File: config.mk
export PLATFORM = sky130hd
export DESIGN_NAME = mips_multicycle_control
export DESIGN_NICKNAME = d
export VERILOG_FILES = /design/src/rtl/mips_multicycle_control_pkg.sv /design/src/rtl/mips_multicycle_control_decode_class.sv /design/src/rtl/mips_multicycle_control.sv
export SDC_FILE = /design/constraint.sdc
export NUM_CORES = 1
export LEC_CHECK = 0
export ABC_AREA = 1
export BUFFER_PORTS_ARGS = -buffer_cell sky130_fd_sc_hd__buf_2
export CORE_UTILIZATION = 35
export CTS_BUF_LIST = sky130_fd_sc_hd__clkbuf_16
export DETAILED_ROUTE_END_ITERATION = 16
export GPL_TIMING_DRIVEN = 0
export SLEW_MARGIN = 10
export SYNTH_ARGS = -nofsm -noshare
export SYNTH_HDL_FRONTEND = slang
export SYNTH_SLANG_ARGS = --single-unit
File: constraint.sdc
create_clock -name clk -period 2.6 [get_ports clk]
set_input_delay 0.26 -clock clk [delete_from_list [all_inputs] [get_ports clk]]
set_output_delay 0.26 -clock clk [all_outputs]
set_load 0.02 [all_outputs]
File: src/rtl/mips_multicycle_control_pkg.sv
// mips_multicycle_control_pkg: shared opcode/funct, ALU, state and decode-class definitions
package mips_multicycle_control_pkg;
    typedef enum logic [2:0] {
        S_FETCH  = 3'd0,
        S_DECODE = 3'd1,
        S_EXEC   = 3'd2,
        S_MEM    = 3'd3,
        S_WB     = 3'd4,
        S_EXCEPT = 3'd5
    } state_t;

    typedef enum logic [3:0] {
        CL_BAD, CL_ALU, CL_IMM, CL_BEQ, CL_BNE, CL_J, CL_JR, CL_LOAD, CL_STORE
    } class_t;

    localparam logic [2:0] ALU_ADD = 3'd2, ALU_SUB = 3'd3, ALU_AND = 3'd4,
                           ALU_OR  = 3'd5, ALU_NOR = 3'd6, ALU_XOR = 3'd7;

    localparam logic [5:0] OP_OTHER0 = 6'h00, OP_J = 6'h02, OP_BEQ = 6'h04, OP_BNE = 6'h05,
                           OP_ADDI = 6'h08, OP_SLTI = 6'h0a, OP_ANDI = 6'h0c, OP_ORI = 6'h0d,
                           OP_XORI = 6'h0e, OP_LUI = 6'h0f, OP_LW = 6'h23, OP_LBU = 6'h24,
                           OP_SB = 6'h28, OP_SW = 6'h2b;

    localparam logic [5:0] OP0_JR = 6'h08, OP0_ADD = 6'h20, OP0_SUB = 6'h22, OP0_AND = 6'h24,
                           OP0_OR = 6'h25, OP0_XOR = 6'h26, OP0_NOR = 6'h27, OP0_SLT = 6'h2a,
                           OP0_ADDM = 6'h2c;

    typedef struct packed {
        class_t     cls;
        logic [2:0] alu_op;
        logic       rd_src;
        logic       alu_src2;
        logic       slt;
        logic       lui;
        logic       addm;
        logic       byte_load;
        logic       byte_store;
    } ctrl_t;
endpackage

File: src/rtl/mips_multicycle_control_decode_class.sv
// mips_multicycle_control_decode_class: opcode/funct -> instruction class and static control fields
module mips_multicycle_control_decode_class
    import mips_multicycle_control_pkg::*;
(
    input  logic [5:0] opcode,
    input  logic [5:0] funct,
    output ctrl_t      ctrl
);
    always_comb begin
        ctrl = '0;
        case (opcode)
            OP_OTHER0: case (funct)
                OP0_ADD:  begin ctrl.cls = CL_ALU; ctrl.alu_op = ALU_ADD; end
                OP0_SUB:  begin ctrl.cls = CL_ALU; ctrl.alu_op = ALU_SUB; end
                OP0_AND:  begin ctrl.cls = CL_ALU; ctrl.alu_op = ALU_AND; end
                OP0_OR:   begin ctrl.cls = CL_ALU; ctrl.alu_op = ALU_OR; end
                OP0_XOR:  begin ctrl.cls = CL_ALU; ctrl.alu_op = ALU_XOR; end
                OP0_NOR:  begin ctrl.cls = CL_ALU; ctrl.alu_op = ALU_NOR; end
                OP0_SLT:  begin ctrl.cls = CL_ALU; ctrl.alu_op = ALU_SUB; ctrl.slt = 1'b1; end
                OP0_JR:   ctrl.cls = CL_JR;
                OP0_ADDM: begin ctrl.cls = CL_LOAD; ctrl.alu_op = ALU_ADD; ctrl.addm = 1'b1; end
                default:  ;
            endcase
            OP_J:    ctrl.cls = CL_J;
            OP_BEQ:  begin ctrl.cls = CL_BEQ; ctrl.alu_op = ALU_SUB; end
            OP_BNE:  begin ctrl.cls = CL_BNE; ctrl.alu_op = ALU_SUB; end
            OP_ADDI: begin ctrl.cls = CL_IMM; ctrl.alu_op = ALU_ADD; ctrl.rd_src = 1'b1; ctrl.alu_src2 = 1'b1; end
            OP_SLTI: begin ctrl.cls = CL_IMM; ctrl.alu_op = ALU_SUB; ctrl.rd_src = 1'b1; ctrl.alu_src2 = 1'b1; ctrl.slt = 1'b1; end
            OP_ANDI: begin ctrl.cls = CL_IMM; ctrl.alu_op = ALU_AND; ctrl.rd_src = 1'b1; ctrl.alu_src2 = 1'b1; end
            OP_ORI:  begin ctrl.cls = CL_IMM; ctrl.alu_op = ALU_OR; ctrl.rd_src = 1'b1; ctrl.alu_src2 = 1'b1; end
            OP_XORI: begin ctrl.cls = CL_IMM; ctrl.alu_op = ALU_XOR; ctrl.rd_src = 1'b1; ctrl.alu_src2 = 1'b1; end
            OP_LUI:  begin ctrl.cls = CL_IMM; ctrl.rd_src = 1'b1; ctrl.lui = 1'b1; end
            OP_LW:   begin ctrl.cls = CL_LOAD; ctrl.alu_op = ALU_ADD; ctrl.rd_src = 1'b1; ctrl.alu_src2 = 1'b1; end
            OP_LBU:  begin ctrl.cls = CL_LOAD; ctrl.alu_op = ALU_ADD; ctrl.rd_src = 1'b1; ctrl.alu_src2 = 1'b1; ctrl.byte_load = 1'b1; end
            OP_SW:   begin ctrl.cls = CL_STORE; ctrl.alu_op = ALU_ADD; ctrl.alu_src2 = 1'b1; end
            OP_SB:   begin ctrl.cls = CL_STORE; ctrl.alu_op = ALU_ADD; ctrl.alu_src2 = 1'b1; ctrl.byte_store = 1'b1; end
            default: ;
        endcase
    end
endmodule

File: src/rtl/mips_multicycle_control.sv
// mips_multicycle_control: multi-cycle FSM sequencing FETCH/DECODE/EXEC/MEM/WB control
// Outputs are decoded from the current state, so a stalled state replays its strobes on resume.
module mips_multicycle_control
    import mips_multicycle_control_pkg::*;
#(
    parameter int MEM_LAT = 2
) (
    input  logic       clk,
    input  logic       reset,
    input  logic [5:0] opcode,
    input  logic [5:0] funct,
    input  logic       zero,
    input  logic       stall,
    output logic [2:0] state,
    output logic [2:0] alu_op,
    output logic       rd_src,
    output logic       alu_src2,
    output logic       slt,
    output logic       lui,
    output logic       addm,
    output logic       byte_load,
    output logic [1:0] control_type,
    output logic       mem_read,
    output logic       word_we,
    output logic       byte_we,
    output logic       writeenable,
    output logic       except,
    output logic       ir_we,
    output logic       pc_we
);
    localparam int CNT_W = $clog2(MEM_LAT + 1);

    state_t           st, nxt;
    logic [CNT_W-1:0] cnt;
    logic [5:0]       op_q, fn_q;
    ctrl_t            c;
    logic             last, first, taken;

    // DECODE classifies the live IR; later states use the latched copy
    mips_multicycle_control_decode_class u_dec (
        .opcode(st == S_DECODE ? opcode : op_q),
        .funct (st == S_DECODE ? funct : fn_q),
        .ctrl  (c)
    );

    assign last  = cnt == CNT_W'(MEM_LAT - 1);
    assign first = cnt == '0;
    assign taken = c.cls == CL_BEQ ? zero : !zero;
    assign state = reset ? S_FETCH : st;

    always_ff @(posedge clk) begin
        if (reset) begin
            st   <= S_FETCH;
            cnt  <= '0;
            op_q <= '0;
            fn_q <= '0;
        end else if (!stall) begin
            st  <= nxt;
            cnt <= nxt != st ? '0 : cnt + 1'b1;
            if (st == S_DECODE) begin
                op_q <= opcode;
                fn_q <= funct;
            end
        end
    end

    always_comb begin
        nxt = st;
        {alu_op, rd_src, alu_src2, slt, lui, addm, byte_load, control_type, mem_read} = '0;
        {word_we, byte_we, writeenable, except, ir_we, pc_we} = '0;
        case (st)
            S_FETCH: begin
                ir_we = last;
                nxt   = last ? S_DECODE : S_FETCH;
            end
            S_DECODE: nxt = c.cls == CL_BAD ? S_EXCEPT : S_EXEC;
            S_EXEC: begin
                {alu_op, rd_src, alu_src2, slt, lui} = {c.alu_op, c.rd_src, c.alu_src2, c.slt, c.lui};
                case (c.cls)
                    CL_BEQ, CL_BNE: begin pc_we = 1'b1; control_type = taken ? 2'b01 : 2'b00; nxt = S_FETCH; end
                    CL_J:           begin pc_we = 1'b1; control_type = 2'b10; nxt = S_FETCH; end
                    CL_JR:          begin pc_we = 1'b1; control_type = 2'b11; nxt = S_FETCH; end
                    CL_LOAD, CL_STORE: nxt = S_MEM;
                    default:        nxt = S_WB;
                endcase
            end
            S_MEM: begin
                if (c.cls == CL_STORE) begin
                    word_we = first && !c.byte_store;
                    byte_we = first && c.byte_store;
                    pc_we   = last;
                    nxt     = last ? S_FETCH : S_MEM;
                end else begin
                    mem_read  = 1'b1;
                    byte_load = c.byte_load;
                    addm      = c.addm;
                    nxt       = last ? S_WB : S_MEM;
                end
            end
            S_WB:     begin writeenable = 1'b1; pc_we = 1'b1; nxt = S_FETCH; end
            S_EXCEPT: begin except = 1'b1; pc_we = 1'b1; nxt = S_FETCH; end
            default:  nxt = S_FETCH;
        endcase
        if (reset || stall) {word_we, byte_we, writeenable, except, ir_we, pc_we} = '0;
        if (reset) {alu_op, rd_src, alu_src2, slt, lui, addm, byte_load, control_type, mem_read} = '0;
    end
endmodule
# Word-level counts from Yosys, hierarchy flattened
# Index checks and enable logic that the tools add are counted.
totals:
  regBits: 17
  in_bits: 16
  out_inout_bits: 21
  wordCells: 127
op_classes:
  n_addsub: 1
  eq_ne: 35
  n_mux: 64
  reduce_logical: 23
op_table:
  columns: ["op", "n"]
  rows:
  - ["== test 6 bit, second input constant", 12]
  - ["two-way mux 1 bit", 43]
  - ["== test 6 x 4 -> 1 bit, second input constant", 7]
  - ["case mux 3 bit (6 select lines)", 2]
  - ["case mux 4 bit (7 select lines)", 1]
  - ["two-way mux 3 bit", 6]
  - ["== test 4 x 3 -> 1 bit, second input constant", 4]
  - ["OR reduction 2 bit", 7]
  - ["== test 6 x 3 -> 1 bit, second input constant", 2]
  - ["two-way mux 6 bit", 2]
  - ["case mux 3 bit (4 select lines)", 1]
  - ["case mux 3 bit (3 select lines)", 1]
  - ["OR reduction 9 bit", 1]
  - ["two-way mux 2 bit", 4]
  - ["OR reduction 8 bit", 1]
  - ["OR reduction 7 bit", 1]
  - ["== test 3 x 2 -> 1 bit, second input constant", 2]
  - ["== test 3 bit, second input constant", 2]
  - ["== test 6 x 2 -> 1 bit, second input constant", 1]
  - ["logical NOT 6 bit", 1]
  - ["case mux 2 bit (3 select lines)", 1]
  - ["case mux 3 bit (2 select lines)", 1]
  - ["OR reduction 6 bit", 1]
  - ["OR reduction 5 bit", 1]
  - ["other kinds (16)", 18]

# Depth between registers and ports, before layout
depth:
  word_depth: 12
  ltp_mapped: 21
  ltp_nobuf: 21

# Cells and area by module
# A second synthesis with hierarchy kept.
unflattened:
  hier_cells: 311
  hier_area_um2: 1654.1
modules_own_cells:
  columns: ["mod", "n_inst", "cells_per_inst", "area_each_um2", "seq_area_each_um2"]
  rows:
  - ["mips_multicycle_control", 1, 211, 1209.9, 340.3]
  - ["mips_multicycle_control_decode_class", 1, 100, 444.2, 0.0]

# Worst setup path before layout
# No wires, ideal clock.
synth_path:
  kind: "reg-to-output"
  start: "register st[1]"
  end: "output port addm"
  t_arrival_ps: 2134
  t_required_ps: 2340
  path_slack_ps: 206
  stages_incl_launch_ff: 14
  path_buffers: 0
  cell_sequence: "dfxtp_1 inv_2 nand2_2 nor2_4 nand2_1 nand2_2 nor2_1 inv_1 nand2_1 inv_1 nor2_2 nor3_1 inv_1 nor2_1"
synth_between:
  elab_chain_cells: 10
  elab_cells_between_ends: 39
  classes_between: "eq/ne: 25; mux: 9; reduce/logical: 5"
synth_rtl:
  columns: ["element", "line", "source"]
  rows:
  - ["start: declaration", "mips_multicycle_control.sv:33", "state_t st, nxt;"]
  - ["start signal: assignment", "mips_multicycle_control.sv:58", "st <= nxt;"]
  - ["== test 3 x 1 -> 1 bit", "mips_multicycle_control.sv:41, mips_multicycle_control.sv:42", null]
  - ["two-way mux 6 bit", null, null]
  - ["== test 6 bit", "mips_multicycle_control_decode_class.sv:12", "OP_OTHER0: case (funct)"]
  - ["OR reduction 7 bit (no line)", null, null]
  - ["case mux 3 bit (3 select lines)", "mips_multicycle_control_decode_class.sv:12", null]
  - ["case mux 4 bit (7 select lines)", "mips_multicycle_control_decode_class.sv:11", "case (opcode)"]
  - ["== test 4 bit", "mips_multicycle_control.sv:88", "if (c.cls == CL_STORE) begin"]
  - ["two-way mux 1 bit", "mips_multicycle_control.sv:88", null]
  - ["two-way mux 1 bit *", "mips_multicycle_control.sv:71", "case (st)"]
  - ["two-way mux 1 bit *", "mips_multicycle_control.sv:105", "if (reset) {alu_op, rd_src, alu_src2, slt, lui, addm, byte_load, control_type, mem_read} = '0;"]
  - ["end: declaration", "mips_multicycle_control.sv:20", "output logic addm,"]
# Every way passes the cells marked *; elsewhere a longest branch is shown, timed or not.

# Final worst setup path
layout_path:
  start: "register st[1]"
  end: "output port pc_we"
layout_between:
  elab_chain_cells: 11
  elab_cells_between_ends: 47
  classes_between: "eq/ne: 32; mux: 8; reduce/logical: 7"
layout_rtl:
  columns: ["element", "line", "source"]
  rows:
  - ["== test 3 x 1 -> 1 bit", "mips_multicycle_control.sv:41, mips_multicycle_control.sv:42", null]
  - ["two-way mux 6 bit", null, null]
  - ["== test 6 bit", "mips_multicycle_control_decode_class.sv:12", null]
  - ["OR reduction 7 bit (no line)", null, null]
  - ["case mux 3 bit (3 select lines)", "mips_multicycle_control_decode_class.sv:12", null]
  - ["case mux 4 bit (7 select lines)", "mips_multicycle_control_decode_class.sv:11", null]
  - ["== test 4 x 2 -> 1 bit / == test 4 x 3 -> 1 bit (equally long branches)", "mips_multicycle_control.sv:79", "case (c.cls)"]
  - ["OR reduction 4 bit (no line)", null, null]
  - ["two-way mux 1 bit", "mips_multicycle_control.sv:79", null]
  - ["case mux 1 bit (3 select lines) *", "mips_multicycle_control.sv:71", null]
  - ["two-way mux 1 bit *", "mips_multicycle_control.sv:104", "if (reset || stall) {word_we, byte_we, writeenable, except, ir_we, pc_we} = '0;"]
  - ["end: declaration", "mips_multicycle_control.sv:29", "output logic pc_we"]
# Marks and branches as above.

==> impl_metrics.tcl <==
set metrics [dict create \
    outcome "finished, violations left" \
    violations "negative setup slack" \
    die_y_um 73.3 \
    first_iter_violations 156 \
    critPathMaxStageDelay_ns 0.36 \
    mostFrequentLayoutCells "nand2_1 (53), inv_1 (47), buf_4 (37)" \
    fin_tns_setup_ns -0.243 \
    hold_viol_final 0 \
    clk_latency_ns 0.25 \
    rrSetupSlack_ns -0.03 \
    first_global_vias 1970 \
    first_pass_iters 5 \
    dp_slack_ns -0.0608 \
    mappedNetlistArea_um2 1780 \
    area_delta_synth_final_pct 53.2 \
    critPathArrivalTime_ns 2.47 \
    antenna_found_initial 0 \
    hpwl_um 4050 \
    rsz0062_at_grt "yes" \
    avgSynthCellArea_um2 5.63 \
    min_from "opcode[4]" \
    wl_per_cell_um 12.9 \
    h-tree-depth 1 \
    fin_skew_ns 0.000924 \
    crit_chain "buf_6, nor2_4, buf_6, nand3_2, nand2_2, nor2_4, buf_4, o211ai_1, nor2_1, nor2_1, nand2_2, inv_2, o21ai_2, nand2_1, nand2_1, a31oi_1, buf_4" \
    maxCapViolCount 0 \
    setup.worst_path.class "flop to output port" \
    clkTransAtPathRegs_ns 0.05 \
    postRouteAntennaNets 0 \
    synth_cell_type_count 27 \
    overflow 0 \
    grt_max_degree 11 \
    critPathLaunchType "flop" \
    yosysWarnings 0 \
    required_ns 2.34 \
    finalMaxSlewViolations 0 \
    drive_above_1_share_pct 44.5 \
    grtUsageTotal_pct 21.4 \
    initial_core_util_pct 36.9 \
    ys_ff_latch 17 \
    power_density_nw_per_um2 588 \
    ys_seq_area_share_pct 19.1 \
    cp-end-kind "output port" \
    core_um2 4820 \
    synth_nets 334 \
    gp_congestion 0.871 \
    r2r_start "st[1]" \
    post-place-cells 418 \
    timing.final.crit_share_pct 105 \
    drcViolationCount 0 \
    yosys.area.top_type "dfxtp_1" \
    worstReg2RegEnd "cnt[1]" \
    cts_tree "yes" \
    cts_buffers 3 \
    ys_top_cells_by_area "dfxtp_1 (19%), nand2_1 (16%), inv_1 (11%), nor2_1 (8.4%), nand3_1 (7.0%)" \
    nNetsFinal 410 \
    fp-row-count 25 \
    crit_path_max_fanout 6 \
    num_vias 2298 \
    fin_cells 458 \
    portBuffers 35 \
    dieWidth_um 73.3 \
    diodes 0 \
    synth_cells 316 \
    die_area_um2 5370 \
    synth_top_area_share_pct 19.1 \
    worstRegToRegCells 21 \
    setup_ws_ns -0.130 \
    grt_pass1_wl_um 8910 \
    cpMaxStageDelayCell "dfxtp_4" \
    tightest_slew_ns 0.553 \
    cts_buffer_depth 2 \
    cts_hold_buf 0 \
    num_io_pins 37 \
    max_freq_ghz 0.366 \
    vdd_drop_max_mv 0.353 \
    setup_viol 4 \
    cts_root_buffer "clkbuf_16" \
    whs_endpoint "op_q[4]" \
    hold_depth 5 \
    fin_crit_ns 2.73 \
    routed_via_density 5.02 \
    total_leakage_power_nw 1.37 \
    final_common_cell "nand2_1" \
    slew-limit-headroom_pct 63.1 \
    drt_wl_total_um 5930 \
    cts_sinks 17 \
    hold_path_class "input pin to flop" \
]
-- worst max-delay path by stage --
stage	endpoint	cells after the start	slack [ns]	startpoint
after floorplan	addm	13	0.21	st[1]
after global placement	pc_we	16	-0.11	st[0]
after detailed placement	pc_we	16	-0.06	st[0]
after CTS	pc_we	16	-0.02	st[0]
after global routing	pc_we	17	-0.23	st[1]
final	pc_we	17	-0.13	st[1]
-- power breakdown --
group | internal (mW) | switching (mW)
combinational | 0.382 | 0.606
sequential | 0.288 | 0.0223
clock | 0.204 | 0.101
-- repair_timing --
item / in CTS / in global routing
endpoints found under the setup margin: 9 / 10
hold endpoints to repair: 0 / 0
pin swaps: 18 / 42
buffers inserted: 20 / 16
resized for setup: 35 / 62
-- synthesized netlist by cell type --
library cell	number
inv_1	50
nor4_1	1
dfxtp_1	17
a31oi_1	4
clkbuf_1	5
buf_4	2
nand4_1	5
a21oi_1	14
nand2_2	12
ha_1	2
nor3_1	8
o211ai_1	6
o22ai_1	1
inv_2	5
nand3_1	25
nor2_1	40
o21ai_2	1
a41oi_1	1
nand2_4	1
nand3_2	5
nand2_1	74
o21ai_0	18
buf_6	1
nor2_2	10
nor2_4	5
a21oi_2	2
o21ai_1	1
-- worst max-delay path, delay by kind of cell, from the launching register on --
kind            cells  cell delay (ns)
simple gates        9             0.89
buf+inv             5             0.61
flops               1             0.36
compound gates      3             0.35
-- logic make-up (layout without fill, tap and decap cells) --
family	after synthesis	after routing	share of synthesized area (%)
DFF	17	17	19.1
and+or+nand+nor	186	186	49.8
buffers and inverters	63	138	14.1
AOI/OAI and AO/OA	48	48	15.5
adders and majority gates	2	2	1.41
-- flip-flops by register name, summed over array words and instances (netlist names) --
signal and cells:
fn_q 6, op_q 6, st 3, cnt 2
-- metrics by stage --
stage | util, % | hold slack (ns) | cell area (µm²) | total power [mW]
4_1_cts | 49.2 | 0.393 | 2370 | 1.39
3_3_place_gp | 42.3 | 0.463 | 2040 | 0.942
3_5_place_dp | 42.3 | 0.465 | 2040 | 0.946
6_report | 56.6 | 0.404 | 2730 | 1.60
5_1_grt | 56.6 | 0.466 | 2730 | 1.71
2_1_floorplan | - | 0.449 | 1780 | 0.806
-- per-layer routing --
layer / part of all wire (%) / GRT usage (%) / up-vias
li1: - / - / 1158
met1: 45 / 29.5 / 1038
met2: 47 / 34.7 / 90
met3: 5.9 / 1.78 / 12
met4: 1.6 / 7.91 / 0
met5: 0 / 0 / -
-- layout make-up --
cell class | instances | area (µm²)
timing repair buffer | 71 | 474
clock inverter | 1 | 3.75
fill | 490 | 2090
inverter | 55 | 216
tap | 67 | 83.8
clock buffer | 3 | 75.1
sequential | 17 | 352
multi-input combinational | 236 | 1480
buffer | 8 | 45.0
No activity file was read; power rests on OpenSTA's default activity.
